### src/rtl/fisr_seed_stage.sv
// Fast inverse square root front end: classifies x, produces x/2 and the magic seed,
// and carries IEEE results for special operands on a delay line aligned to the Newton output.
module fisr_seed_stage #(
    parameter int          NEWTON_LAT = 6,
    parameter logic [31:0] MAGIC      = 32'h5F3759DF
) (
    input  logic        clk,
    input  logic        rst,
    input  logic [31:0] Data_in,
    input  logic        Data_in_valid,
    output logic [31:0] Data_out1,
    output logic [31:0] Data_out2,
    output logic        Valid,
    output logic        Special_flag,
    output logic [31:0] Special_data,
    output logic        Special_valid
);

    typedef enum logic [2:0] {
        CLS_ZERO = 3'd0,
        CLS_NORM = 3'd1,
        CLS_NEG  = 3'd2,
        CLS_PINF = 3'd3,
        CLS_NAN  = 3'd4
    } cls_t;

    localparam int DL_W = 34;

    cls_t        w_in_class;
    logic [31:0] w_half;
    logic [31:0] w_seed;
    logic [31:0] w_out1;
    logic [31:0] w_out2;
    logic        w_flag;
    logic [31:0] w_sdata;

    logic        r_s1_valid;
    logic [31:0] r_s1_data;
    cls_t        r_s1_class;

    logic [31:0] r_out1;
    logic [31:0] r_out2;
    logic        r_valid;
    logic        r_flag;
    logic [31:0] r_sdata;

    logic [DL_W-1:0] r_dl [NEWTON_LAT];

    // Denormals share the zero class; NaN wins over sign, -Inf counts as negative.
    always_comb begin
        w_in_class = CLS_NORM;
        if (Data_in[30:23] == 8'h00)
            w_in_class = CLS_ZERO;
        else if (Data_in[30:23] == 8'hFF && Data_in[22:0] != 23'd0)
            w_in_class = CLS_NAN;
        else if (Data_in[31])
            w_in_class = CLS_NEG;
        else if (Data_in[30:23] == 8'hFF)
            w_in_class = CLS_PINF;
    end

    always_ff @(posedge clk) begin
        if (rst) begin
            r_s1_valid <= 1'b0;
            r_s1_data  <= 32'd0;
            r_s1_class <= CLS_ZERO;
        end else begin
            r_s1_valid <= Data_in_valid;
            r_s1_data  <= Data_in;
            r_s1_class <= w_in_class;
        end
    end

    // Halving exponent 1 drops into the denormal range: hidden bit shifts into the mantissa.
    assign w_half = (r_s1_data[30:23] == 8'd1) ?
                    {9'd0, 1'b1, r_s1_data[22:1]} :
                    {1'b0, r_s1_data[30:23] - 8'd1, r_s1_data[22:0]};
    assign w_seed = MAGIC - {1'b0, r_s1_data[31:1]};

    always_comb begin
        w_out1  = 32'd0;
        w_out2  = 32'd0;
        w_flag  = 1'b1;
        w_sdata = 32'h7FC00000;
        case (r_s1_class)
            CLS_NORM: begin
                w_out1  = w_half;
                w_out2  = w_seed;
                w_flag  = 1'b0;
                w_sdata = 32'd0;
            end
            CLS_ZERO: w_sdata = r_s1_data[31] ? 32'hFF800000 : 32'h7F800000;
            CLS_PINF: w_sdata = 32'd0;
            default:  w_sdata = 32'h7FC00000;
        endcase
    end

    always_ff @(posedge clk) begin
        if (rst) begin
            r_valid <= 1'b0;
            r_out1  <= 32'd0;
            r_out2  <= 32'd0;
            r_flag  <= 1'b0;
            r_sdata <= 32'd0;
        end else begin
            r_valid <= r_s1_valid;
            if (r_s1_valid) begin
                r_out1  <= w_out1;
                r_out2  <= w_out2;
                r_flag  <= w_flag;
                r_sdata <= w_sdata;
            end
        end
    end

    // Entry 0 is one cycle behind S2; the tail lines up with the Newton stage's Valid.
    always_ff @(posedge clk) begin
        if (rst) begin
            for (int i = 0; i < NEWTON_LAT; i++)
                r_dl[i] <= '0;
        end else begin
            r_dl[0] <= {r_valid, r_flag, r_sdata};
            for (int i = 1; i < NEWTON_LAT; i++)
                r_dl[i] <= r_dl[i-1];
        end
    end

    assign Data_out1     = r_out1;
    assign Data_out2     = r_out2;
    assign Valid         = r_valid;
    assign Special_valid = r_dl[NEWTON_LAT-1][33];
    assign Special_flag  = r_dl[NEWTON_LAT-1][32];
    assign Special_data  = r_dl[NEWTON_LAT-1][31:0];

endmodule

### config.mk
export PLATFORM = sky130hd
export DESIGN_NAME = fisr_seed_stage
export DESIGN_NICKNAME = d
export VERILOG_FILES = /design/src/rtl/fisr_seed_stage.sv
export SDC_FILE = /design/constraint.sdc
export NUM_CORES = 1
export LEC_CHECK = 0
export CAP_MARGIN = 10
export CORE_UTILIZATION = 44
export CTS_CLUSTER_SIZE = 8
export DETAILED_ROUTE_END_ITERATION = 10
export GPL_ROUTABILITY_DRIVEN = 1
export PLACE_DENSITY = 0.73
export REMOVE_ABC_BUFFERS = 1
export SLEW_MARGIN = 0
export SYNTH_ARGS = -nofsm -noshare
export SYNTH_HDL_FRONTEND = slang
export SYNTH_SLANG_ARGS = --single-unit
### constraint.sdc
create_clock -name clk -period 4.3 [get_ports clk]
set_input_delay 0.86 -clock clk [delete_from_list [all_inputs] [get_ports clk]]
set_output_delay 0.86 -clock clk [all_outputs]
set_load 0.005 [all_outputs]
==> results_dict.tcl <==
set metrics [dict create \
    status "finished, violations left" \
    violations "DRC" \
    path_clk_slew_ns 0.06 \
    p_comb_share_pct 6.1 \
    drt-wirelength-per-cell_um 14.9 \
    die_area_sq_um 12500 \
    grt_usage_pct 20.2 \
    drive_gt1_share_pct 6.47 \
    p_sw_w 0.000663 \
    internal_power_w 0.00232 \
    finalSetupViolations 0 \
    core_sq_um 11600 \
    cts-htree-levels 4 \
    nets 707 \
    num_rows 39 \
    async_reset_ff_share_pct 0 \
    yosysWarnings 0 \
    clkLatencyLatePin_ns 0.41 \
    critical_path.max_stage_delay_ns 0.62 \
    hold_viol_final 0 \
    cpMaxStageDelayCell "or4_1" \
    startpoint "r_s1_data[15]" \
    wl_met1_um 5680 \
    cts_root_buffer "clkbuf_16" \
    grt_start_max_net_pins 74 \
    overflow 0 \
    leakagePower_nw 2.55 \
    syn_to_final_growth_pct 31.3 \
    start_kind "flip-flop" \
    crit_chain "or3b_1 -> or4_1 -> o21ai_1 -> mux2_2 -> a211oi_1" \
    grt_antenna_before_repair 0 \
    worst_setup_path_end_kind "flip-flop" \
    p_sw_share_pct 22.2 \
    yosysSeqAreaShare_pct 50.4 \
    drc 7 \
    rsz0062_at_grt "false" \
    min-delay-start "r_dl[1][30]" \
    power.density_nw_per_um2 427 \
    met2WireLength_um 5760 \
    n_antenna_cell 0 \
    start_util_pct 45.8 \
    skew_ns 0.00734 \
    synth_area_per_cell_sq_um 9.22 \
    setup_ws_ns 1.81 \
    min_period_ns 2.49 \
    seq_power_share_pct 44.0 \
    post_cts_buffers 0 \
    max-slew-margin-rel_pct 52.4 \
    cts_tree "yes" \
    post-route-period-util_pct 57.9 \
    numCtsBuffers 17 \
    required_ns 4.62 \
    die_h_um 112 \
    first_iter_violations 217 \
    wl_um 12300 \
    syn_inst 577 \
    pre_cts_ws_ns 1.58 \
    hpwl_um 8300 \
    reg2reg_from "r_s1_data[15]" \
    first_pass_iters 9 \
    ys_types 53 \
    die_x_um 112 \
    tns_ns 0 \
    via_per_inst 5.13 \
    final_max_slew_viol_count 0 \
    io_buffers 110 \
    critPathArrivalTime_ns 2.81 \
    io_pins 134 \
    tightest_slew_ns 0.713 \
    worst_hold_path_type "reg2reg" \
    postLayoutCoreUtil_pct 60.2 \
    clock-sinks 134 \
    peakVddDrop_mv 0.242 \
    max_freq_ghz 0.402 \
    yosys_register_bits 134 \
    postCtsHoldBufs 0 \
    met3_length_um 655 \
    ant_nets 0 \
    syn_area_sq_um 5320 \
    clockBufferDepth 2 \
    p_clk_share_pct 49.9 \
    criticalPathCategory "reg2reg" \
    yosys_most_used_dff "dfxtp_1" \
    cp_max_fo 9 \
    grt_pass1_vias 3976 \
    routed-via-count 4223 \
    postCtsResizedCells 0 \
    grt_pass1_wl_um 19800 \
    synth_edf_count 0 \
    place_congestion 0.833 \
    highest_layer "met4" \
    cap_violations 0 \
]
## state kept, by name (all words and copies together) (netlist names)
signal      cells
Data_out1      31
r_s1_class      3
r_flag          1
r_s1_data      32
Data_out2      32
r_dl           30
r_s1_valid      1
Valid           1
r_sdata         3
## kinds of logic (layout without fill, tap and decap cells)
logic type | after synthesis | in the layout | share of synthesized area, %
simple gates | 210 | 210 | 20.4
flops | 134 | 134 | 50.4
compound gates | 109 | 109 | 12.5
buf+inv | 73 | 154 | 7.40
mux | 26 | 26 | 4.94
xor+xnor | 20 | 20 | 3.29
fa+ha+maj | 4 | 4 | 0.940
other cells | 1 | 23 | 0.0705
## cell type report
cell class	instances	area, sq um
Fill cell	980	4630
Sequential cell	134	2680
Multi-Input combinational cell	392	2340
Timing Repair Buffer	115	1140
Clock buffer	20	467
Tap cell	143	179
Clock inverter	11	149
Inverter	8	30.0
## stage by stage
stage / total power [W] / std cells / hold WS (ns) / cell area, sq um
finish: 0.00299 / 823 / 0.433 / 6990
CTS: 0.00300 / 822 / 0.435 / 6970
global route: 0.00308 / 823 / 0.446 / 6990
global placement: 0.00152 / 791 / 0.418 / 6360
detailed placement: 0.00152 / 791 / 0.422 / 6360
floorplan: 0.00142 / 534 / 0.414 / 5040
## placed cells by master (no fill, tap or decap), types with 5 or more instances in the layout
cell	instances
nor2_1	46
nand4_1	7
a22oi_1	12
inv_1	7
a21oi_1	19
nor4_1	8
nor2b_1	66
xor2_1	7
mux2i_1	24
o21ai_0	48
xnor2_1	13
buf_4	5
clkdlybuf4s50_1	109
clkbuf_16	17
dfxtp_1	134
conb_1	23
nand2_1	53
nand3_1	7
## layer usage
metal,up-vias,track usage (%)
li1,2094,-
met1,1966,26.3
met2,149,32.1
met3,14,4.41
met4,0,9.33
met5,-,0
## path summary, 6_finish.rpt
check / end / slack (ns) / cells past startpoint
worst max-delay path: Data_out2[30] / 1.81 / 5
worst min-delay path: r_dl[2][30] / 0.43 / 1
worst max register to register: Data_out2[30] / 1.81 / 5
worst min register to register: r_dl[2][30] / 0.43 / 1
## worst max-delay path, delay by kind of cell, from the launching register on
| kind | cells | cell delay (ns) |
|---|---|---|
| AND/OR/NAND/NOR | 2 | 1.01 |
| flip-flops | 1 | 0.51 |
| AO/OA/AOI/OAI | 2 | 0.51 |
| multiplexers | 1 | 0.36 |
## synthesized netlist by cell type, drive strengths merged (2+ instances only)
cell type	count	area, sq um
inv	8	30.0
a211oi	2	15.0
nor2b	66	413
o221ai	2	17.5
mux2	2	22.5
xnor2	13	114
a31oi	4	25.0
a311oi	3	26.3
nand2b	4	25.0
nand4	7	43.8
o21ai	49	245
xor2	7	61.3
nand3	7	35.0
o31ai	3	22.5
nand2	53	199
nor2	47	176
mux2i	24	240
a32oi	3	26.3
a21oi	19	95.1
or2	2	12.5
clkbuf	29	109
o2111ai	2	17.5
nor4	9	71.3
nor4bb	2	20.0
nor3	2	10.0
buf	36	255
a22oi	12	90.1
and3	3	18.8
ha	4	50.1
or4	3	22.5
dfxtp	134	2680
## power by group through the flow
stage / clock [W] / combinational [W] / sequential, W
2_1_floorplan: 0 / 0.0000914 / 0.00133
3_3_place_gp: 0 / 0.000178 / 0.00134
3_5_place_dp: 0 / 0.000181 / 0.00134
4_1_cts: 0.00150 / 0.000182 / 0.00131
5_1_grt: 0.00156 / 0.000202 / 0.00132
6_report: 0.00149 / 0.000182 / 0.00131
No activity file was read; power rests on OpenSTA's default activity.
